[config.mk]
export PLATFORM = sky130hd
export DESIGN_NAME = vout_sine3_ctrl
export DESIGN_NICKNAME = d
export VERILOG_FILES = /design/src/rtl/vout_sine3_ctrl.sv
export SDC_FILE = /design/constraint.sdc
export NUM_CORES = 1
export LEC_CHECK = 0
export CORE_MARGIN = 2
export CORE_UTILIZATION = 65
export CTS_BUF_LIST = sky130_fd_sc_hd__clkbuf_4
export DETAILED_ROUTE_END_ITERATION = 10
export GPL_TIMING_DRIVEN = 1
export HOLD_SLACK_MARGIN = 0.08
export PLACE_DENSITY = 0.83
export SETUP_SLACK_MARGIN = 0.5
export SLEW_MARGIN = 40
export SYNTH_ARGS = -nofsm -noshare
export SYNTH_HDL_FRONTEND = slang
export SYNTH_SLANG_ARGS = --single-unit
[constraint.sdc]
create_clock -name clk -period 17.25 [get_ports clk]
set_clock_uncertainty 0.15 [all_clocks]
set_input_delay 3.45 -clock clk [delete_from_list [all_inputs] [get_ports clk]]
set_output_delay 3.45 -clock clk [all_outputs]
set_load 0.02 [all_outputs]
[src/rtl/vout_sine3_ctrl.sv]
// vout_sine3_ctrl - three-phase sine-PWM sequencer for stepper/BLDC drives.
//
// A signed step-period command is turned into a ramped phase index. That
// index drives three sine-PWM outputs, offset by 120 degrees, which share
// one PWM carrier. The controller limits acceleration, reverses direction
// only by stopping first, and scales the output amplitude.
//
// Ports:
//   clk        system clock
//   rst_n      asynchronous active-low reset
//   enable     run permission; low forces a ramp down to stop
//   freq       signed target step period (|freq| = clocks per table step,
//              sign = direction, 0 = stop)
//   amplitude  duty scale (255 ~ full table swing, 0 = all phases at 128)
//   pwm_u/v/w  phase PWM outputs
//   running    high in ACCEL, RUN and DECEL
//   dir        latched direction, 1 = forward (index incrementing)
//   idx        current phase-U table index, 0..29
//
// Optional build macro: VOUT_SINE3_CTRL_HOLD_EN
//   When defined, the outputs keep PWMing the duties of the frozen index
//   while IDLE, which gives holding torque. When undefined, the outputs
//   are low in IDLE.

module vout_sine3_ctrl #(
  parameter int unsigned DIVIDER      = 255,
  parameter int unsigned START_PERIOD = 5000,
  parameter int unsigned MIN_PERIOD   = 16,
  parameter int unsigned RAMP_DIV     = 1000
) (
  input  logic               clk,
  input  logic               rst_n,
  input  logic               enable,
  input  logic signed [31:0] freq,
  input  logic        [7:0]  amplitude,
  output logic               pwm_u,
  output logic               pwm_v,
  output logic               pwm_w,
  output logic               running,
  output logic               dir,
  output logic        [4:0]  idx
);

  localparam logic [31:0] DIV_P   = 32'(DIVIDER);
  localparam logic [31:0] START_P = 32'(START_PERIOD);
  localparam logic [31:0] MIN_P   = 32'(MIN_PERIOD);
  localparam logic [31:0] RAMP_P  = 32'(RAMP_DIV);

  typedef enum logic [1:0] {IDLE, ACCEL, RUN, DECEL} state_t;

  state_t      state_q, state_d;
  logic        dir_q, dir_d;
  logic [4:0]  idx_q, idx_d;
  logic [31:0] cur_period_q, cur_period_d;
  logic [31:0] step_cnt_q, step_cnt_d;
  logic [31:0] ramp_cnt_q, ramp_cnt_d;
  logic [31:0] carrier_q, carrier_d;
  logic [7:0]  duty_u_q, duty_u_d, duty_v_q, duty_v_d, duty_w_q, duty_w_d;
  logic [7:0]  lat_u_q, lat_u_d, lat_v_q, lat_v_d, lat_w_q, lat_w_d;
  logic        out_en_lat_q, out_en_lat_d;

  logic [31:0] tmag_raw, tmag, target, cur_toward;
  logic        tdir, want, ramp_tick, carrier_wrap, out_en;

  function automatic logic [7:0] sine_lut(input logic [4:0] i);
    logic [7:0] v;
    case (i)
      5'd0:  v = 8'd128;  5'd1:  v = 8'd153;  5'd2:  v = 8'd177;
      5'd3:  v = 8'd199;  5'd4:  v = 8'd217;  5'd5:  v = 8'd232;
      5'd6:  v = 8'd242;  5'd7:  v = 8'd247;  5'd8:  v = 8'd247;
      5'd9:  v = 8'd242;  5'd10: v = 8'd232;  5'd11: v = 8'd217;
      5'd12: v = 8'd199;  5'd13: v = 8'd177;  5'd14: v = 8'd153;
      5'd15: v = 8'd128;  5'd16: v = 8'd103;  5'd17: v = 8'd79;
      5'd18: v = 8'd57;   5'd19: v = 8'd39;   5'd20: v = 8'd24;
      5'd21: v = 8'd14;   5'd22: v = 8'd9;    5'd23: v = 8'd9;
      5'd24: v = 8'd14;   5'd25: v = 8'd24;   5'd26: v = 8'd39;
      5'd27: v = 8'd57;   5'd28: v = 8'd79;   5'd29: v = 8'd103;
      default: v = 8'd128;
    endcase
    return v;
  endfunction

  // (i + off) mod 30 for i in 0..29 and off in {10, 20}
  function automatic logic [4:0] wrap30(input logic [4:0] i, input logic [4:0] off);
    logic [5:0] s;
    s = {1'b0, i} + {1'b0, off};
    return (s >= 6'd30) ? 5'(s - 6'd30) : s[4:0];
  endfunction

  // 128 + ((t - 128) * amp) >>> 8 with 17-bit signed intermediates
  function automatic logic [7:0] scale(input logic [7:0] t, input logic [7:0] amp);
    logic signed [16:0] diff, prod, sh;
    diff = $signed({9'd0, t}) - 17'sd128;
    prod = diff * $signed({9'd0, amp});
    sh   = prod >>> 8;
    return 8'(sh + 17'sd128);
  endfunction

  // Decode the command: magnitude clamped to MIN_PERIOD, direction, and
  // the effective target which never exceeds the start period.
  always_comb begin
    tmag_raw = freq[31] ? (32'd0 - $unsigned(freq)) : $unsigned(freq);
    tmag     = ((tmag_raw != 32'd0) && (tmag_raw < MIN_P)) ? MIN_P : tmag_raw;
    target   = (tmag < START_P) ? tmag : START_P;
    tdir     = !freq[31] && (freq != 32'sd0);
    want     = enable && (freq != 32'sd0);
  end

  assign ramp_tick = (ramp_cnt_q == RAMP_P - 32'd1);

  // Sequencer: phase stepping while moving, plus the ramp/direction FSM.
  always_comb begin
    state_d      = state_q;
    dir_d        = dir_q;
    idx_d        = idx_q;
    cur_period_d = cur_period_q;
    step_cnt_d   = step_cnt_q;
    ramp_cnt_d   = ramp_cnt_q;
    cur_toward   = cur_period_q;

    if (cur_period_q > target) begin
      cur_toward = cur_period_q - 32'd1;
    end else if (cur_period_q < target) begin
      cur_toward = cur_period_q + 32'd1;
    end

    if (state_q != IDLE) begin
      ramp_cnt_d = ramp_tick ? 32'd0 : ramp_cnt_q + 32'd1;
      // ">=" rather than "==" so a period cut below the current count
      // yields one step next clock instead of a counter run-away.
      if (step_cnt_q >= cur_period_q - 32'd1) begin
        step_cnt_d = 32'd0;
        if (dir_q) begin
          idx_d = (idx_q == 5'd29) ? 5'd0 : idx_q + 5'd1;
        end else begin
          idx_d = (idx_q == 5'd0) ? 5'd29 : idx_q - 5'd1;
        end
      end else begin
        step_cnt_d = step_cnt_q + 32'd1;
      end
    end

    case (state_q)
      IDLE: begin
        if (want) begin
          state_d      = ACCEL;
          dir_d        = tdir;
          cur_period_d = START_P;
          step_cnt_d   = 32'd0;
          ramp_cnt_d   = 32'd0;
        end
      end
      ACCEL: begin
        if (!want || (tdir != dir_q)) begin
          state_d = DECEL;
        end else if (ramp_tick) begin
          cur_period_d = cur_toward;
          if (cur_toward == target) state_d = RUN;
        end
      end
      RUN: begin
        if (!want || (tdir != dir_q)) begin
          state_d = DECEL;
        end else if (ramp_tick && (cur_period_q != target)) begin
          state_d = ACCEL;
        end
      end
      DECEL: begin
        // A returning command in the same direction resumes without a stop;
        // a direction change must ride down to IDLE first.
        if (want && (tdir == dir_q)) begin
          state_d = ACCEL;
        end else if (ramp_tick) begin
          if (cur_period_q + 32'd1 >= START_P) begin
            cur_period_d = START_P;
            state_d      = IDLE;
          end else begin
            cur_period_d = cur_period_q + 32'd1;
          end
        end
      end
      default: state_d = IDLE;
    endcase
  end

`ifdef VOUT_SINE3_CTRL_HOLD_EN
  assign out_en = 1'b1;
`else
  assign out_en = (state_q != IDLE);
`endif

  // Duty pipeline and carrier. Duties and the output enable are only taken
  // on the carrier wrap so a PWM period never changes shape mid-way.
  always_comb begin
    duty_u_d     = scale(sine_lut(idx_q), amplitude);
    duty_v_d     = scale(sine_lut(wrap30(idx_q, 5'd10)), amplitude);
    duty_w_d     = scale(sine_lut(wrap30(idx_q, 5'd20)), amplitude);
    carrier_wrap = (carrier_q == DIV_P - 32'd1);
    carrier_d    = carrier_wrap ? 32'd0 : carrier_q + 32'd1;
    lat_u_d      = carrier_wrap ? duty_u_q : lat_u_q;
    lat_v_d      = carrier_wrap ? duty_v_q : lat_v_q;
    lat_w_d      = carrier_wrap ? duty_w_q : lat_w_q;
    out_en_lat_d = carrier_wrap ? out_en : out_en_lat_q;
  end

  always_ff @(posedge clk or negedge rst_n) begin
    if (!rst_n) begin
      state_q      <= IDLE;
      dir_q        <= 1'b0;
      idx_q        <= 5'd0;
      cur_period_q <= START_P;
      step_cnt_q   <= 32'd0;
      ramp_cnt_q   <= 32'd0;
      carrier_q    <= 32'd0;
      duty_u_q     <= 8'd0;
      duty_v_q     <= 8'd0;
      duty_w_q     <= 8'd0;
      lat_u_q      <= 8'd0;
      lat_v_q      <= 8'd0;
      lat_w_q      <= 8'd0;
      out_en_lat_q <= 1'b0;
    end else begin
      state_q      <= state_d;
      dir_q        <= dir_d;
      idx_q        <= idx_d;
      cur_period_q <= cur_period_d;
      step_cnt_q   <= step_cnt_d;
      ramp_cnt_q   <= ramp_cnt_d;
      carrier_q    <= carrier_d;
      duty_u_q     <= duty_u_d;
      duty_v_q     <= duty_v_d;
      duty_w_q     <= duty_w_d;
      lat_u_q      <= lat_u_d;
      lat_v_q      <= lat_v_d;
      lat_w_q      <= lat_w_d;
      out_en_lat_q <= out_en_lat_d;
    end
  end

  assign pwm_u   = out_en_lat_q && (carrier_q < {24'd0, lat_u_q});
  assign pwm_v   = out_en_lat_q && (carrier_q < {24'd0, lat_v_q});
  assign pwm_w   = out_en_lat_q && (carrier_q < {24'd0, lat_w_q});
  assign running = (state_q != IDLE);
  assign dir     = dir_q;
  assign idx     = idx_q;

endmodule
======== Yosys cells after proc, flatten, opt, wreduce, memory -nomap -nowiden ========
Memories as Yosys holds them, arrays and structs flattened.
Index checks and enable logic that the tools add are counted.
storage, ports and cells
  bits in read-only memories .............. 768
  memories kept ........................... 3
  bits in registers ....................... 185
  input bits .............................. 43
  word-level logic and storage cells ...... 126
  output and inout port bits .............. 10
operators by class
  order comparisons ....................... 11
  reduce and logical (&&, ||, !) cells .... 21
  multipliers ............................. 3
  multiplexer cells ....................... 36
  equal/unequal tests ..................... 20
  $add $sub $neg .......................... 18
memory list
  name              words  width  rd ports  clocked after memory_dff  wr ports  line  source
  (name not given)  32     8      1         0                         0         67    case (i)
  (name not given)  32     8      1         0                         0         67
  (name not given)  32     8      1         0                         0         67
operators with widths
  cell                                                                            count
  32-bit two-way mux                                                              20
  32-bit by 1-bit adder with 32-bit output, second input constant                 4
  32-bit by 8-bit less-than comparator with 1-bit output                          3
  32-bit one-hot mux with 3 select lines                                          1
  32-bit nonzero test                                                             2
  9-bit by 9-bit multiplier with 16-bit output                                    3
  32-bit by 10-bit equality test with 1-bit output, second input constant         1
  32-bit equality test                                                            1
  32-bit by 8-bit equality test with 1-bit output, second input constant          1
  32-bit by 13-bit >= comparator with 1-bit output, second input constant         1
  32-bit >= comparator                                                            1
  32-bit > comparator                                                             1
  32-bit by 13-bit less-than comparator with 1-bit output, second input constant  1
  32-bit less-than comparator                                                     1
  32-bit by 5-bit less-than comparator with 1-bit output, second input constant   1
  32-bit inequality test                                                          1
  1-bit by 32-bit subtractor with 32-bit output, first input constant             1
  32-bit by 1-bit subtractor with 32-bit output, second input constant            1
  8-bit by 8-bit subtractor with 9-bit output, second input constant              3
  5-bit two-way mux                                                               5
  8-bit adder, second input constant                                              3
  2-bit two-way mux                                                               9
  3-bit inequality test, second input constant                                    5
  6-bit by 5-bit >= comparator with 1-bit output, second input constant           2
  other kinds (21)                                                                37

======== Logic depth before layout (Yosys ltp) ========
  word-level depth ........................ 15
  mapped depth ............................ 34
  gate-level depth less buffers ........... 31

======== Worst setup path before layout ========
OpenSTA, ideal clock, no wires.
  path type ............................... input-to-reg
  start ................................... input freq[8]
  end ..................................... register state_q[0]
  setup slack ............................. 8012 ps
  data arrival time ....................... 8957 ps
  buffers on the path ..................... 2
  data required time ...................... 16969 ps
  setup time .............................. 131 ps
  cell stages on the path ................. 21
  cell sequence ........................... buf_2 nor4_1 nand4_1 nor3_1 mux2_2 or4_1 nor4_2 and3_1 buf_6 nand2_1 ha_1 nand4_1 nor4_1 o211ai_1 nand3_1 mux2_2 a2111oi_0 nand4_1 a211o_1 a2111oi_4 a21oi_1
on the way
  word-level cells in the longest chain between the ends .. 13
  elaborated cells between the ends (all ways) .. 34
  those cells by class .................... add/sub: 1; order compare: 4; eq/ne: 10; mux: 9; reduce/logical: 10
RTL lines
  what                                                                                                  line  source
  start: declaration                                                                                    34    input logic signed [31:0] freq,
  1-bit by 32-bit subtractor with 32-bit output                                                         102   tmag_raw = freq[31] ? (32'd0 - $unsigned(freq)) : $unsigned(freq);
  32-bit two-way mux                                                                                    102
  32-bit by 5-bit less-than comparator with 1-bit output / 32-bit nonzero test (equally long branches)  103   tmag = ((tmag_raw != 32'd0) && (tmag_raw < MIN_P)) ? MIN_P : tmag_raw;
  1-bit logical AND                                                                                     103
  32-bit two-way mux                                                                                    103
  32-bit by 13-bit less-than comparator with 1-bit output                                               104   target = (tmag < START_P) ? tmag : START_P;
  32-bit two-way mux                                                                                    104
  32-bit less-than comparator                                                                           123   end else if (cur_period_q < target) begin
  32-bit two-way mux                                                                                    123
  32-bit two-way mux                                                                                    121   if (cur_period_q > target) begin
  32-bit equality test                                                                                  158   if (cur_toward == target) state_d = RUN;
  3-bit inequality test (no line)                                                                       n/a
  6-bit AND reduction (no line)                                                                         n/a
  end signal: assignment                                                                                223   state_q <= state_d;
  end: declaration                                                                                      51    state_t state_q, state_d;
Parallel ways exist; a longest one is shown, timed or not.
A chain may end at the register's enable or synchronous reset.

======== Worst setup path in the final report ========
  start ................................... input freq[4]
  end ..................................... register state_q[0]
Same word-level chain as after synthesis.

==> impl_metrics.csv <==
group,metric,value,unit
placement,place.gp.congestion,1.02,
die,pin_count,53,
drt,vias,20500,
logic_synthesis,synth-simple-area-share,23.0,%
global_route,grt_max_degree,75,
power_and_ir_drop,power_density,60.6,mW/mm²
die,die_h,192,µm
setup_path,end_kind,"flip-flop",
timing,worst_slew_pin_slew,0.877,ns
drt,postRouteAntennaNets,0,
timing,finalCritPeriodShare,60.0,%
die,dieArea,0.0368,mm²
timing,rsz0062_at_grt,"false",
setup_path,critical_path_class,"in2reg",
logic_synthesis,synth_ff_type,"dfrtp_1",
cts,cts_max_level,4,
global_route,grt_use_met2,57.0,%
placement,dpl.hpwl,45.4,mm
cts,cts_buffers,17,
logic_synthesis,ys_warn_count,0,
finish,fin_area,0.0240,mm²
global_route,grt_pass1_wl,99.9,mm
logic_synthesis,synthArstFlopShare,100,%
drt,wl_per_cell,18.6,µm
drt,drtIter0Drc,1726,
global_route,grt.busiest_layer,"met2",
timing,hold_viol,0,
worst_hold_path,hold_start,"duty_u_q[1]",
logic_synthesis,syn_area_per_cell,8.23,µm²
setup_path,worstPathMaxFanout,17,
setup_path,crit_required,17.66,ns
drt,drt-total-wl,59.8,mm
cts,insertion_delay,0.65,ns
finish,multi_input_area,0.0168,mm²
global_route,grt_overflow,0,
global_route,antenna_found_initial,1,
cts,holdBufCountCts,0,
logic_synthesis,synth_edf_count,0,
cts,cts_resized,0,
cts,postCtsSetupRepairBufs,0,
power_and_ir_drop,clkPwrFrac,19.2,%
global_route,grtUsageTotal,33.4,%
power_and_ir_drop,power_switching,603,µW
cts,cts.sinks,185,
cts,cts_tree,"done",
cts,clockBufferDepth,2,
logic_synthesis,synth_compound_area_share,16.0,%
die,start_util,66.2,%
cts,root_buffer,"clkbuf_4",
timing,min_period,10.35,ns
timing,setup_viol,0,
timing,fin_tns_setup,0,ns
drt,drc_errors,0,
power_and_ir_drop,p_seq_share,33.5,%
finish,nFillCells,2768,
timing,relSlewSlack,39.9,%
logic_synthesis,yosys.cell_types.count,95,
die,rows,68,
setup_path,cp-startpoint,"freq[4]",
drt,via_per_inst,6.36,
power_and_ir_drop,ir_drop,49.3,µV
power_and_ir_drop,p_leak,10.9,nW
logic_synthesis,ys_ff_latch,185,
drt,drt_first_pass_iters,6,
die,die_x,192,µm
cts,clk_pin_slew_worst_paths,0.19,ns
job,maxCapViolations,0,
power_and_ir_drop,p_sw_share,41.4,%
logic_synthesis,synthMuxAreaShare,1.64,%
timing,fmax,96.6,MHz
logic_synthesis,synthCells,2786,
logic_synthesis,synth_area,0.0229,mm²
power_and_ir_drop,p_total,1.46,mW
setup_path,cp-start-kind,"primary input",
finish,regArea,0.00464,mm²
placement,dpl_cell_area,0.0237,mm²
power_and_ir_drop,power_frac_comb,47.3,%
logic_synthesis,synth_top_area_share,19.7,%
run_status,status,"complete, no violations",
global_route,grt.met1_usage,43.3,%
global_route,met3_usage,5.19,%
finish,final_nets,3170,
setup_path,timing.rr.start,"idx[3]",
timing,slew_violations,0,
global_route,grt_pass1_vias,20200,
logic_synthesis,synth.area.top_cells,"dfrtp_1 20%, fa_1 13%, ha_1 12%",
die,core,0.0346,mm²
worst_hold_path,hp-class,"reg2reg",
logic_synthesis,yosys.area.top_type,"dfrtp_1",
logic_synthesis,synth-xor-area-share,6.73,%
finish,syn2layout_area_growth,4.88,%
logic_synthesis,synthAdderAreaFrac,25.4,%
logic_synthesis,synth_top_family_by_area,"adder cells",
power_and_ir_drop,internal-power,853,µW
finish,drive_gt1_share,4.77,%
setup_path,worst-endpoint-arrival,10.76,ns
logic_synthesis,yosysSeqAreaShare,20.2,%
placement,port_buffers,52,
-- Yosys cell counts, drive strengths merged, types with 8 or more instances --
cell type and count:
a21o 35, ha 220, or4 9, o41ai 13, a2111oi 13, o21ai 178
mux2i 24, o211ai 15, inv 276, o21a 10, or2 14, a211oi 17
fa 153, and2 104, nand4 60, nand2 286, clkbuf 105, a21oi 123
nor2 199, dfrtp 180, nor2b 18, a31oi 38, xor2 64, a22oi 12
nor3 75, or3 23, xnor2 112, o31ai 17, buf 35, a21boi 8
nand3 92, and4 16, nor4 46, nand2b 27, mux2 10, and3 46
-- layout by cell type (no fill, tap or decap), drive strengths merged, types with 14 or more instances in the layout --
cell type,n
a211oi,17
a21o,35
nor2b,18
xor2,64
dfrtp,180
and2,104
a21oi,123
mux2i,24
nand2b,27
a31oi,38
clkdlybuf4s50,46
ha,220
inv,286
nor2,199
conb,19
fa,153
nor4,46
and4,16
nand4,60
nor3,75
or3,23
o211ai,15
o31ai,17
and3,46
xnor2,112
or2,14
clkbuf,18
nand2,286
nand3,92
buf,24
o21ai,178
-- metrics by stage --
stage	hold slack [ns]	util, %	instances	worst slack (ns)
5_1_grt	0.352	69.4	3223	6.33
3_3_place_gp	0.281	68.3	3190	6.01
3_5_place_dp	0.286	68.4	3190	6.12
6_report	0.330	69.4	3223	6.90
4_1_cts	0.328	69.4	3222	6.81
2_1_floorplan	0.276	-	2804	8.01
-- registers in the layout, summed over array words and instances, names as in the netlist, 8 cells and up --
signal / cells
duty_u_q: 8
duty_w_q: 8
duty_v_q: 8
step_cnt_q: 32
lat_v_q: 8
carrier_q: 32
ramp_cnt_q: 32
lat_w_q: 8
cur_period_q: 32
lat_u_q: 8
-- routing by layer --
layer	up-vias	share of wire, %
met5	-	0
met4	0	3.1
met3	152	7.5
met2	853	48
met1	9963	41
li1	9538	-
-- layout make-up --
cell class	count	share of cell area [%]
Sequential cell	185	19.3
Inverter	276	4.31
Multi-Input combinational cell	2203	69.9
Timing Repair Buffer	71	2.69
Antenna cell	1	0.0104
Clock inverter	15	0.916
Tap cell	455	2.37
Clock buffer	17	0.531
-- worst paths after layout --
check / to / slack, ns / cells after the start
max in group asynchronous: ramp_cnt_q[21] / 12.63 / 3
worst max-delay path: state_q[0] / 6.90 / 22
worst min-delay path: lat_u_q[1] / 0.33 / 2
min in group asynchronous: idx[4] / 2.59 / 1
worst max register to register: duty_w_q[7] / 8.63 / 25
worst min register to register: lat_u_q[1] / 0.33 / 2
-- worst max-delay path: stages --
cell             delay [ns]
clkdlybuf4s50_1        0.70
nor4_1                 0.42
nand4_1                0.41
nor3_1                 0.32
mux2_2                 0.36
or4_1                  0.42
nor4_2                 0.26
buf_4                  0.23
and3_1                 0.32
nand2_1                0.11
ha_1                   0.33
nand4_1                0.14
nor4_2                 0.51
and3_1                 0.69
nor2_1                 0.12
xnor2_1                0.17
mux2_2                 0.33
a2111oi_0              0.43
nand4_1                0.19
a211o_1                0.36
a2111oi_4              0.36
a21oi_1                0.12
-- power by group through the flow --
stage	clock, mW	combinational (mW)	sequential, mW
after floorplan	0	0.531	0.486
after CTS	0.283	0.694	0.487
after global routing	0.298	0.784	0.490
after detailed placement	0	0.691	0.496
final	0.280	0.689	0.488
after global placement	0	0.652	0.495
-- kinds of logic after synthesis --
| kind of cell | count (synthesis) |
|---|---|
| AND/OR/NAND/NOR | 1038 |
| flip-flops | 185 |
| XOR/XNOR | 176 |
| multiplexers | 35 |
| other | 1 |
| adder cells (fa/ha/maj) | 373 |
| AO/OA/AOI/OAI | 562 |
| buffers and inverters | 416 |
No activity file was read; power rests on OpenSTA's default activity.
